File: src/rtl/alu_pkg.sv
// Shared definitions for the bit-serial ALU.
//   - 3-bit op encodings (OP_*)
//   - FSM state encoding (state_e)
//   - bit-slice function select (sel_e)
//   - small op-class helpers used by the controller
package alu_pkg;

  localparam logic [2:0] OP_ADD  = 3'd0;
  localparam logic [2:0] OP_SUB  = 3'd1;
  localparam logic [2:0] OP_XOR  = 3'd2;
  localparam logic [2:0] OP_SLT  = 3'd3;
  localparam logic [2:0] OP_AND  = 3'd4;
  localparam logic [2:0] OP_NAND = 3'd5;
  localparam logic [2:0] OP_NOR  = 3'd6;
  localparam logic [2:0] OP_OR   = 3'd7;

  typedef enum logic [1:0] {
    S_IDLE   = 2'd0,
    S_RUN    = 2'd1,
    S_FINISH = 2'd2
  } state_e;

  typedef enum logic [1:0] {
    SEL_SUM  = 2'd0,
    SEL_XOR  = 2'd1,
    SEL_NAND = 2'd2,
    SEL_NOR  = 2'd3
  } sel_e;

  // Ops that run the adder with b inverted and carry-in preset to 1.
  function automatic logic op_is_sub(input logic [2:0] o);
    return (o == OP_SUB) || (o == OP_SLT);
  endfunction

  // Ops whose carryout/overflow flags are meaningful.
  function automatic logic op_is_arith(input logic [2:0] o);
    return (o == OP_ADD) || op_is_sub(o);
  endfunction

endpackage

File: src/rtl/alu_bit_slice.sv
// One-bit ALU slice, purely combinational.
// Ports:
//   a, b         operand bits
//   cin          carry in
//   invta/invtb  invert a / b before use
//   sel          function select (sum, xor, nand, nor)
//   result       slice output bit
//   cout         full-adder carry out of the (optionally inverted) inputs
module alu_bit_slice
  import alu_pkg::*;
(
  input  logic a,
  input  logic b,
  input  logic cin,
  input  logic invta,
  input  logic invtb,
  input  sel_e sel,
  output logic result,
  output logic cout
);

  logic ai, bi;

  assign ai   = a ^ invta;
  assign bi   = b ^ invtb;
  assign cout = (ai & bi) | (cin & (ai ^ bi));

  always_comb begin
    case (sel)
      SEL_SUM:  result = ai ^ bi ^ cin;
      SEL_XOR:  result = ai ^ bi;
      SEL_NAND: result = ~(ai & bi);
      default:  result = ~(ai | bi);
    endcase
  end

endmodule

File: src/rtl/alu_serial_ctrl.sv
// Bit-serial ALU controller: accepts an op in IDLE, streams one operand bit
// per RUN cycle (LSB first) through a single alu_bit_slice, and publishes the
// result plus flags on entry to FINISH, where done pulses for one cycle.
// Ports:
//   clk, reset_n                 clock, async active-low reset
//   start, op, a, b              request; sampled/captured only in IDLE
//   busy                         high in RUN and FINISH
//   done                         one-cycle pulse in FINISH
//   result, carryout, overflow,
//   zero                         final result/flags, held until next result
module alu_serial_ctrl
  import alu_pkg::*;
#(
  parameter int WIDTH = 32
) (
  input  logic             clk,
  input  logic             reset_n,
  input  logic             start,
  input  logic [2:0]       op,
  input  logic [WIDTH-1:0] a,
  input  logic [WIDTH-1:0] b,
  output logic             busy,
  output logic             done,
  output logic [WIDTH-1:0] result,
  output logic             carryout,
  output logic             overflow,
  output logic             zero
);

  localparam int IDXW = (WIDTH > 1) ? $clog2(WIDTH) : 1;
  localparam logic [IDXW-1:0] LAST = IDXW'(WIDTH - 1);

  state_e           state_q, state_d;
  logic [2:0]       op_q, op_d;
  logic [WIDTH-1:0] a_q, a_d, b_q, b_d, sh_q, sh_d;
  logic [IDXW-1:0]  idx_q, idx_d;
  logic             carry_q, carry_d;
  logic [WIDTH-1:0] result_q, result_d;
  logic             co_q, co_d, ovf_q, ovf_d, zero_q, zero_d;

  logic             invta, invtb, s_res, s_cout, last_ovf;
  sel_e             sel;
  logic [WIDTH-1:0] full;

  // Slice controls. AND/OR reuse NOR/NAND through De Morgan on inverted inputs.
  always_comb begin
    invta = 1'b0;
    invtb = 1'b0;
    sel   = SEL_SUM;
    case (op_q)
      OP_SUB, OP_SLT: invtb = 1'b1;
      OP_XOR:         sel = SEL_XOR;
      OP_NAND:        sel = SEL_NAND;
      OP_NOR:         sel = SEL_NOR;
      OP_AND: begin invta = 1'b1; invtb = 1'b1; sel = SEL_NOR;  end
      OP_OR:  begin invta = 1'b1; invtb = 1'b1; sel = SEL_NAND; end
      default: ;
    endcase
  end

  alu_bit_slice u_slice (
    .a      (a_q[0]),
    .b      (b_q[0]),
    .cin    (carry_q),
    .invta  (invta),
    .invtb  (invtb),
    .sel    (sel),
    .result (s_res),
    .cout   (s_cout)
  );

  // Final values are formed from the shift register plus the slice's
  // current output so they can be registered on the edge into FINISH.
  assign last_ovf = carry_q ^ s_cout;
  always_comb begin
    full = {s_res, sh_q[WIDTH-1:1]};
    if (op_q == OP_SLT) full = {{(WIDTH-1){1'b0}}, s_res ^ last_ovf};
  end

  always_comb begin
    state_d  = state_q;
    op_d     = op_q;
    a_d      = a_q;
    b_d      = b_q;
    sh_d     = sh_q;
    idx_d    = idx_q;
    carry_d  = carry_q;
    result_d = result_q;
    co_d     = co_q;
    ovf_d    = ovf_q;
    zero_d   = zero_q;
    case (state_q)
      S_IDLE: begin
        if (start) begin
          state_d = S_RUN;
          op_d    = op;
          a_d     = a;
          b_d     = b;
          idx_d   = '0;
          carry_d = op_is_sub(op);
        end
      end
      S_RUN: begin
        a_d     = a_q >> 1;
        b_d     = b_q >> 1;
        sh_d    = {s_res, sh_q[WIDTH-1:1]};
        carry_d = s_cout;
        if (idx_q == LAST) begin
          state_d  = S_FINISH;
          result_d = full;
          co_d     = op_is_arith(op_q) & s_cout;
          ovf_d    = op_is_arith(op_q) & last_ovf;
          zero_d   = (full == '0);
        end else begin
          idx_d = idx_q + IDXW'(1);
        end
      end
      default: state_d = S_IDLE;
    endcase
  end

  always_ff @(posedge clk or negedge reset_n) begin
    if (!reset_n) begin
      state_q  <= S_IDLE;
      op_q     <= OP_ADD;
      a_q      <= '0;
      b_q      <= '0;
      sh_q     <= '0;
      idx_q    <= '0;
      carry_q  <= 1'b0;
      result_q <= '0;
      co_q     <= 1'b0;
      ovf_q    <= 1'b0;
      zero_q   <= 1'b0;
    end else begin
      state_q  <= state_d;
      op_q     <= op_d;
      a_q      <= a_d;
      b_q      <= b_d;
      sh_q     <= sh_d;
      idx_q    <= idx_d;
      carry_q  <= carry_d;
      result_q <= result_d;
      co_q     <= co_d;
      ovf_q    <= ovf_d;
      zero_q   <= zero_d;
    end
  end

  assign busy     = (state_q == S_RUN) || (state_q == S_FINISH);
  assign done     = (state_q == S_FINISH);
  assign result   = result_q;
  assign carryout = co_q;
  assign overflow = ovf_q;
  assign zero     = zero_q;

endmodule

File: config.mk
export PLATFORM = sky130hd
export DESIGN_NAME = alu_serial_ctrl
export DESIGN_NICKNAME = d
export VERILOG_FILES = /design/src/rtl/alu_pkg.sv /design/src/rtl/alu_bit_slice.sv /design/src/rtl/alu_serial_ctrl.sv
export SDC_FILE = /design/constraint.sdc
export NUM_CORES = 1
export LEC_CHECK = 0
export ABC_AREA = 1
export BUFFER_PORTS_ARGS = -buffer_cell sky130_fd_sc_hd__buf_2
export CORE_ASPECT_RATIO = 0.5
export CORE_MARGIN = 2
export CORE_UTILIZATION = 60
export CTS_BUF_LIST = sky130_fd_sc_hd__clkbuf_16
export DETAILED_ROUTE_END_ITERATION = 6
export GPL_ROUTABILITY_DRIVEN = 0
export PLACE_DENSITY_LB_ADDON = 0.3
export REMOVE_ABC_BUFFERS = 1
export SYNTH_ARGS = -nofsm -noshare
export SYNTH_HDL_FRONTEND = slang
export SYNTH_HIERARCHICAL = 1
export SYNTH_SLANG_ARGS = --single-unit
File: constraint.sdc
create_clock -name clk -period 4.2 [get_ports clk]
set_input_delay 0.21 -clock clk [delete_from_list [all_inputs] [get_ports clk]]
set_output_delay 0.21 -clock clk [all_outputs]
set_load 0.02 [all_outputs]
==> results.toml, run 1 <==
[outcome]
status = "finished, final reports clean"

[power_and_ir_drop]
pwr-share-clk = 0.276
leakage_nw = 3.89
p_total_mw = 5.60
intPower_mw = 3.41
power.density_nw_per_um2 = 752
seq_power_share = 0.369
swShare = 0.391
ir_worst_vdd_mv = 0.385
p_sw_mw = 2.19
comb_power_share = 0.355

[critical_path]
worstSetupPathType = "flop to flop"
ff2ff_path_depth = 11
crit_required_ns = 4.51
r2r-start = "idx_q[0]$_DFFE_PN0P_"
regToRegSetupSlack_ns = 1.40
worstPathMaxFanout = 44
worst_setup_path_start_kind = "flop"
r2r_end = "zero$_DFFE_PN0P_"
end_kind = "flop"
critPathArrivalTime_ns = 3.10

[cts]
cts_resized = 0
cts_sinks = 141
tritoncts.num_buffers = 17
cts_tree = "yes"
clk_latency_ns = 0.42
ctsHoldBuffers = 2
cts_buffer_depth = 2
clk_pin_slew_ns = 0.06
clockRootBuffer = "clkbuf_16"
post_cts_buffers = 0
htree_levels = 4

[routing]
vias = 5241
wl_um = 13100
ant_nets = 0
drtIter0Drc = 426
first_pass_iters = 5
wl_per_cell_um = 13.1
drc = 0
drt-vias-per-instance = 5.27

[floorplan]
core_um2 = 10200
die_y_um = 76.3
die_w_um = 149
rows = 26
ioPinCount = 107
dieArea_um2 = 11300
floorplan.initialDensity = 0.616

[global_route]
grt_pass1_vias = 5057
antenna_found_initial = 0
grt_pass1_wl_um = 23100
grt_overflow_total = 0
globalRouteTotalUtil = 0.253
grt_max_degree = 118

[yosys]
synth_common_cells = "nand2_1, dfrtp_1, nor2_1"
synthesis.area_um2 = 6270
synth-edff-count = 0
ys_warn_count = 6
ys_async_sr_fraction = 1.00
avgSynthCellArea_um2 = 8.30
synth-main-ff-cell = "dfrtp_1"
ys_ff_latch = 141
synthTopCellsByArea = "dfrtp_1, nand2_1, a31oi_1"
netlist.area_leader.share = 0.562
synth_top_area_cell = "dfrtp_1"
synth_most_common_cell = "nand2_1"
synthCells = 756
synth_seq_area_share = 0.562
synth_cell_type_count = 28

[placed_design]
dp_cells = 961
dp.final_hpwl_um = 7800
port_buffers = 106

[final_layout]
area_growth_pct = 18.9
multi_input_area_um2 = 2420
regArea_um2 = 3530
fin_cells = 995
fillers = 793
antennaDiodeCount = 0
fin_nets = 920
drive_above_1_share = 0.173

[timing]
max_slew_margin = 0.325
skew_ns = 0.0110
period_share = 0.666
rsz0062_at_grt = "false"
setup_viol = 0
final.min_clock_period_ns = 2.80
slew_viol_final = 0
hold_viol_final = 0
worstMarginPinSlew_ns = 1.01
fmax_ghz = 0.358

[hold_path]
hp-class = "input pin to flop"
hold_path_depth = 3
hold_start = "op[1]"
hold_end = "op_q[1]$_DFFE_PN0P_"

[run]
cap_violations = 0
## worst max-delay path: stages (launching register included)
cell	delay (ns)
dfrtp_1	0.40
ha_1	0.22
inv_1	0.07
nor3_1	0.05
ha_1	0.22
nand2_2	0.07
buf_4	0.37
clkinv_1	0.77
nand3_1	0.31
nor2_1	0.06
nand3_1	0.06
o21bai_1	0.06
## per-layer routing
layer,vias up,GRT usage,part of all wire
li1,2621,-,-
met1,2475,0.344,0.46
met2,130,0.413,0.48
met3,15,0.0611,0.050
met4,0,0.0724,0.0093
met5,-,0,0
## registers in the layout, summed over array words and instances, names as in the netlist
register  count
a_q          32
b_q          32
carry_q       1
carryout      1
idx_q         5
op_q          3
overflow      1
result       32
sh_q         31
state_q       2
zero          1
## stage by stage
stage / hold slack (ns) / cell area (um^2) / TNS [ns] / setup slack, ns / utilization
2_1_floorplan: -0.0856 / 6050 / -89.84 / -1.65 / -
4_1_cts: 0.00989 / 7460 / 0 / 1.39 / 0.732
6_report: 0.0113 / 7460 / 0 / 1.40 / 0.732
3_3_place_gp: 0.401 / 6830 / 0 / 1.49 / 0.671
3_5_place_dp: 0.413 / 6830 / 0 / 1.43 / 0.671
5_1_grt: 0.0135 / 7460 / 0 / 1.13 / 0.732
## power groups by stage
stage / clock (mW) / sequential [mW] / combinational, mW
global route: 1.64 / 2.13 / 2.30
CTS: 1.56 / 2.07 / 2.00
global placement: 0 / 2.06 / 1.91
floorplan: 0 / 2.02 / 1.53
finish: 1.54 / 2.07 / 1.99
detailed placement: 0 / 2.09 / 1.97
## worst max-delay path by stage
stage	startpoint	endpoint	slack, ns	depth (start not counted)
final	idx_q[0]$_DFFE_PN0P_	zero$_DFFE_PN0P_	1.40	11
after global routing	idx_q[0]$_DFFE_PN0P_	zero$_DFFE_PN0P_	1.13	11
after CTS	idx_q[0]$_DFFE_PN0P_	zero$_DFFE_PN0P_	1.39	11
after detailed placement	idx_q[0]$_DFFE_PN0P_	zero$_DFFE_PN0P_	1.43	11
after global placement	idx_q[0]$_DFFE_PN0P_	zero$_DFFE_PN0P_	1.49	11
after floorplan	state_q[1]$_DFFE_PN0P_	idx_q[3]$_DFFE_PN0P_	-1.65	9
## area by class of cell
cell class                 instances  share of cell area
inverter                          32              0.0161
sequential                       141               0.473
tap                              140              0.0235
clock inverter                    15              0.0245
timing repair buffer             113              0.0814
multi-input combinational        537               0.324
clock buffer                      17              0.0570
## cells in the final DEF, fill, tap and decap left out, types with 3 or more instances in the layout
cell type    n
a21oi_1      4
a31oi_1     62
buf_2      105
buf_4        4
bufinv_16    3
clkbuf_16   17
clkinv_2     3
clkinv_4     3
dfrtp_1    141
ha_1         6
inv_1       30
inv_6        5
nand2_1    304
nand3_1     35
nor2_1      73
nor3_1       3
o21ai_0     35
## kinds of logic after synthesis
family	count (synthesis)	synth area share
xor gates and xnor gates	2	0.00279
AOI/OAI and AO/OA	110	0.105
buffers and inverters	78	0.0540
DFF	141	0.562
adders and majority gates	8	0.0172
and+or+nand+nor	417	0.258
No activity file was read; power rests on OpenSTA's default activity.
==> run 2, diff against run 1 <==
--- a/config.mk
+++ b/config.mk
@@ -5,11 +5,11 @@
 export SDC_FILE = /design/constraint.sdc
 export NUM_CORES = 1
 export LEC_CHECK = 0
-export ABC_AREA = 1
+export ABC_AREA = 0
 export BUFFER_PORTS_ARGS = -buffer_cell sky130_fd_sc_hd__buf_2
 export CORE_ASPECT_RATIO = 0.5
 export CORE_MARGIN = 2
-export CORE_UTILIZATION = 60
+export CORE_UTILIZATION = 56
 export CTS_BUF_LIST = sky130_fd_sc_hd__clkbuf_16
 export DETAILED_ROUTE_END_ITERATION = 6
 export GPL_ROUTABILITY_DRIVEN = 0
==> constraint.sdc (replaced) <==
create_clock -name clk -period 2.9 [get_ports clk]
set_input_delay 0.145 -clock clk [delete_from_list [all_inputs] [get_ports clk]]
set_output_delay 0.145 -clock clk [all_outputs]
set_load 0.02 [all_outputs]
==> run 2 against run 1 <==
- global-route usage down 4.2 points
- highest routed layer unchanged
- cell count shrank 15%
- clock skew decreased by 0.0032 ns
- fmax is 0.55% lower
- total power grew 49%
- sequential share of layout area down 1.2 points
- via count down 17%
- worst hold slack better by 0.0070 ns
- sequential power increased by 54%
- largest power group unchanged
- non-clock buffer count increased by 10
==> results.toml, run 2 <==
[final_layout]
fin_nets = 765
regArea_um2 = 3530
drive_above_1_share = 0.281
antennaDiodeCount = 0
fin_cells = 843
fillers = 851
mostFrequentLayoutCell = "dfrtp_1"
area_growth_pct = 21.1
final_cell_mix = "dfrtp_1, nand2_1, buf_2"
multi_input_area_um2 = 2620

[timing]
period_share = 0.969
fin_hold_ws_ns = 0.0184
hold_viol_final = 0
fmax_ghz = 0.356
slew_viol_final = 0
layout_setup_ws_ns = 0.0894
max_slew_margin = 0.317
worstMarginPinSlew_ns = 1.02
skew_ns = 0.00781
setup_viol = 0
rsz0062_at_grt = "true"
final.min_clock_period_ns = 2.81

[global_route]
grt_pass1_wl_um = 20400
grt_pass1_vias = 4346
met2_usage = 0.344
grtUsageMet1 = 0.278
grt_max_degree = 132
globalRouteTotalUtil = 0.212
antenna_found_initial = 0
grt_overflow_total = 0
top_usage_layer = "met2"
grtUsageMet3 = 0.0562

[yosys]
avgSynthCellArea_um2 = 10.8
synth-main-ff-cell = "dfrtp_1"
ys_async_sr_fraction = 1.00
synthesis.area_um2 = 6310
synthTopCellsByArea = "dfrtp_1, mux2i_1, nand2_1"
synth_top_area_cell = "dfrtp_1"
synthCells = 583
synth_common_cells = "dfrtp_1, nand2_1, o21ai_0"
synth_seq_area_share = 0.559
synth-edff-count = 0
synth_cell_type_count = 35
ys_ff_latch = 141
synth_most_common_cell = "dfrtp_1"
netlist.area_leader.share = 0.559
ys_warn_count = 6

[floorplan]
ioPinCount = 107
core_um2 = 11000
die_y_um = 79.1
die_w_um = 154
rows = 27
floorplan.initialDensity = 0.575
dieArea_um2 = 12200

[critical_path]
cp_slowest_cell = "mux4_2"
crit_required_ns = 3.23
worstSetupPathType = "flop to flop"
worst_setup_path_start_kind = "flop"
path_cells = "nor2b_1 > nor3b_2 > xnor2_2 > inv_1 > fa_1 > mux4_2 > nor4_2 > nand4_1 > or3_1 > a21oi_2"
critPathArrivalTime_ns = 3.15
end_kind = "flop"
slowest_delay_ns = 0.51
path_buf_inv = 1
critPathTopFamily = "simple AND/OR/NAND/NOR gates"
worstPathMaxFanout = 4

[routing]
drc = 0
first_pass_iters = 4
drtIter0Drc = 226
ant_nets = 0
wl_um = 12000
wl_per_cell_um = 14.2
drt-vias-per-instance = 5.16
vias = 4348

[power_and_ir_drop]
ir_worst_vdd_mv = 0.508
leakage_nw = 3.77
p_total_mw = 8.36
power.density_nw_per_um2 = 1090

[placed_design]
pre_cts_slack_ns = -0.0957
port_buffers = 106
dp_cells = 808
dp.final_hpwl_um = 7540

[outcome]
status = "finished, final reports clean"

[cts]
tritoncts.num_buffers = 17
clockRootBuffer = "clkbuf_16"
cts_sinks = 141
htree_levels = 4
clk_pin_slew_ns = 0.06
clk_latency_ns = 0.41
cts_buffer_depth = 2
cts_tree = "yes"

[hold_path]
hp-class = "input pin to flop"

[run]
cap_violations = 0
==> run 2: cell types whose count changed after synthesis, sizes merged, moves of 5 or more <==
cell / previous run / this run
mux2: 0 / 35
nor4: 0 / 8
o21ai: 36 / 97
a21oi: 4 / 9
nand3: 36 / 0
nor2: 73 / 7
clkbuf: 15 / 9
a31oi: 62 / 0
nand2: 305 / 132
a22o: 0 / 7
inv: 31 / 7
mux2i: 0 / 62
==> run 2: stage by stage <==
| step | util | TNS [ns] | area [um^2] |
|---|---|---|---|
| floorplan | - | -394.17 | 6110 |
| global placement | 0.635 | 0 | 6970 |
| detailed placement | 0.635 | -0.0957 | 6970 |
| CTS | 0.694 | 0 | 7620 |
| global route | 0.697 | -0.0342 | 7650 |
| finish | 0.697 | 0 | 7650 |
==> run 2: power breakdown <==
part | switching [mW] | internal, mW
clock | 0.816 | 1.42
combinational | 1.54 | 1.40
sequential | 0.499 | 2.68
==> run 2: worst paths after layout <==
kind	startpoint	endpoint	slack [ns]	cells past startpoint
max	op_q[0]$_DFFE_PN0P_	zero$_DFFE_PN0P_	0.09	10
min	a[23]	a_q[23]$_DFFE_PN0P_	0.02	3
max reg2reg	op_q[0]$_DFFE_PN0P_	zero$_DFFE_PN0P_	0.09	10
min reg2reg	result[9]$_DFFE_PN0P_	result[9]$_DFFE_PN0P_	0.47	2
max in group asynchronous	reset_n	a_q[18]$_DFFE_PN0P_	1.65	3
min in group asynchronous	reset_n	b_q[22]$_DFFE_PN0P_	0.43	2
==> run 2: repair_timing <==
item / in CTS / in global routing
setup endpoints to repair: 1 / 1
gates resized for setup: 2 / 4
hold buffers: 4 / 0
pin swaps: 6 / 3
setup buffers: 1 / 0
endpoints found under the hold margin: 113 / 0
==> run 2: kinds of logic after synthesis <==
family,share of synthesized area
flip-flops,0.559
XOR/XNOR,0.00693
AO/OA/AOI/OAI,0.102
AND/OR/NAND/NOR,0.115
adder cells (fa/ha/maj),0.0170
buffers and inverters,0.0361
multiplexers,0.164
==> run 2: final cells by class <==
cell class                      instances  share of cell area
Inverter                                7             0.00343
Clock inverter                         13              0.0227
Clock buffer                           17              0.0556
Multi-Input combinational cell        397               0.342
Tap cell                              145              0.0237
Sequential cell                       141               0.461
Timing Repair Buffer                  123              0.0914
==> run 2: worst min-delay path: cells and delay by family <==
kind                   cells  cell delay [ns]
buffers and inverters      1             0.07
muxes                      1             0.05
AOI/OAI and AO/OA          1             0.13
==> run 2: layer usage <==
layer / vias to the layer above / wire, um
met2: 90 / 5530
met3: 12 / 537
met5: - / 0
met4: 0 / 144
met1: 2040 / 5770
li1: 2206 / -
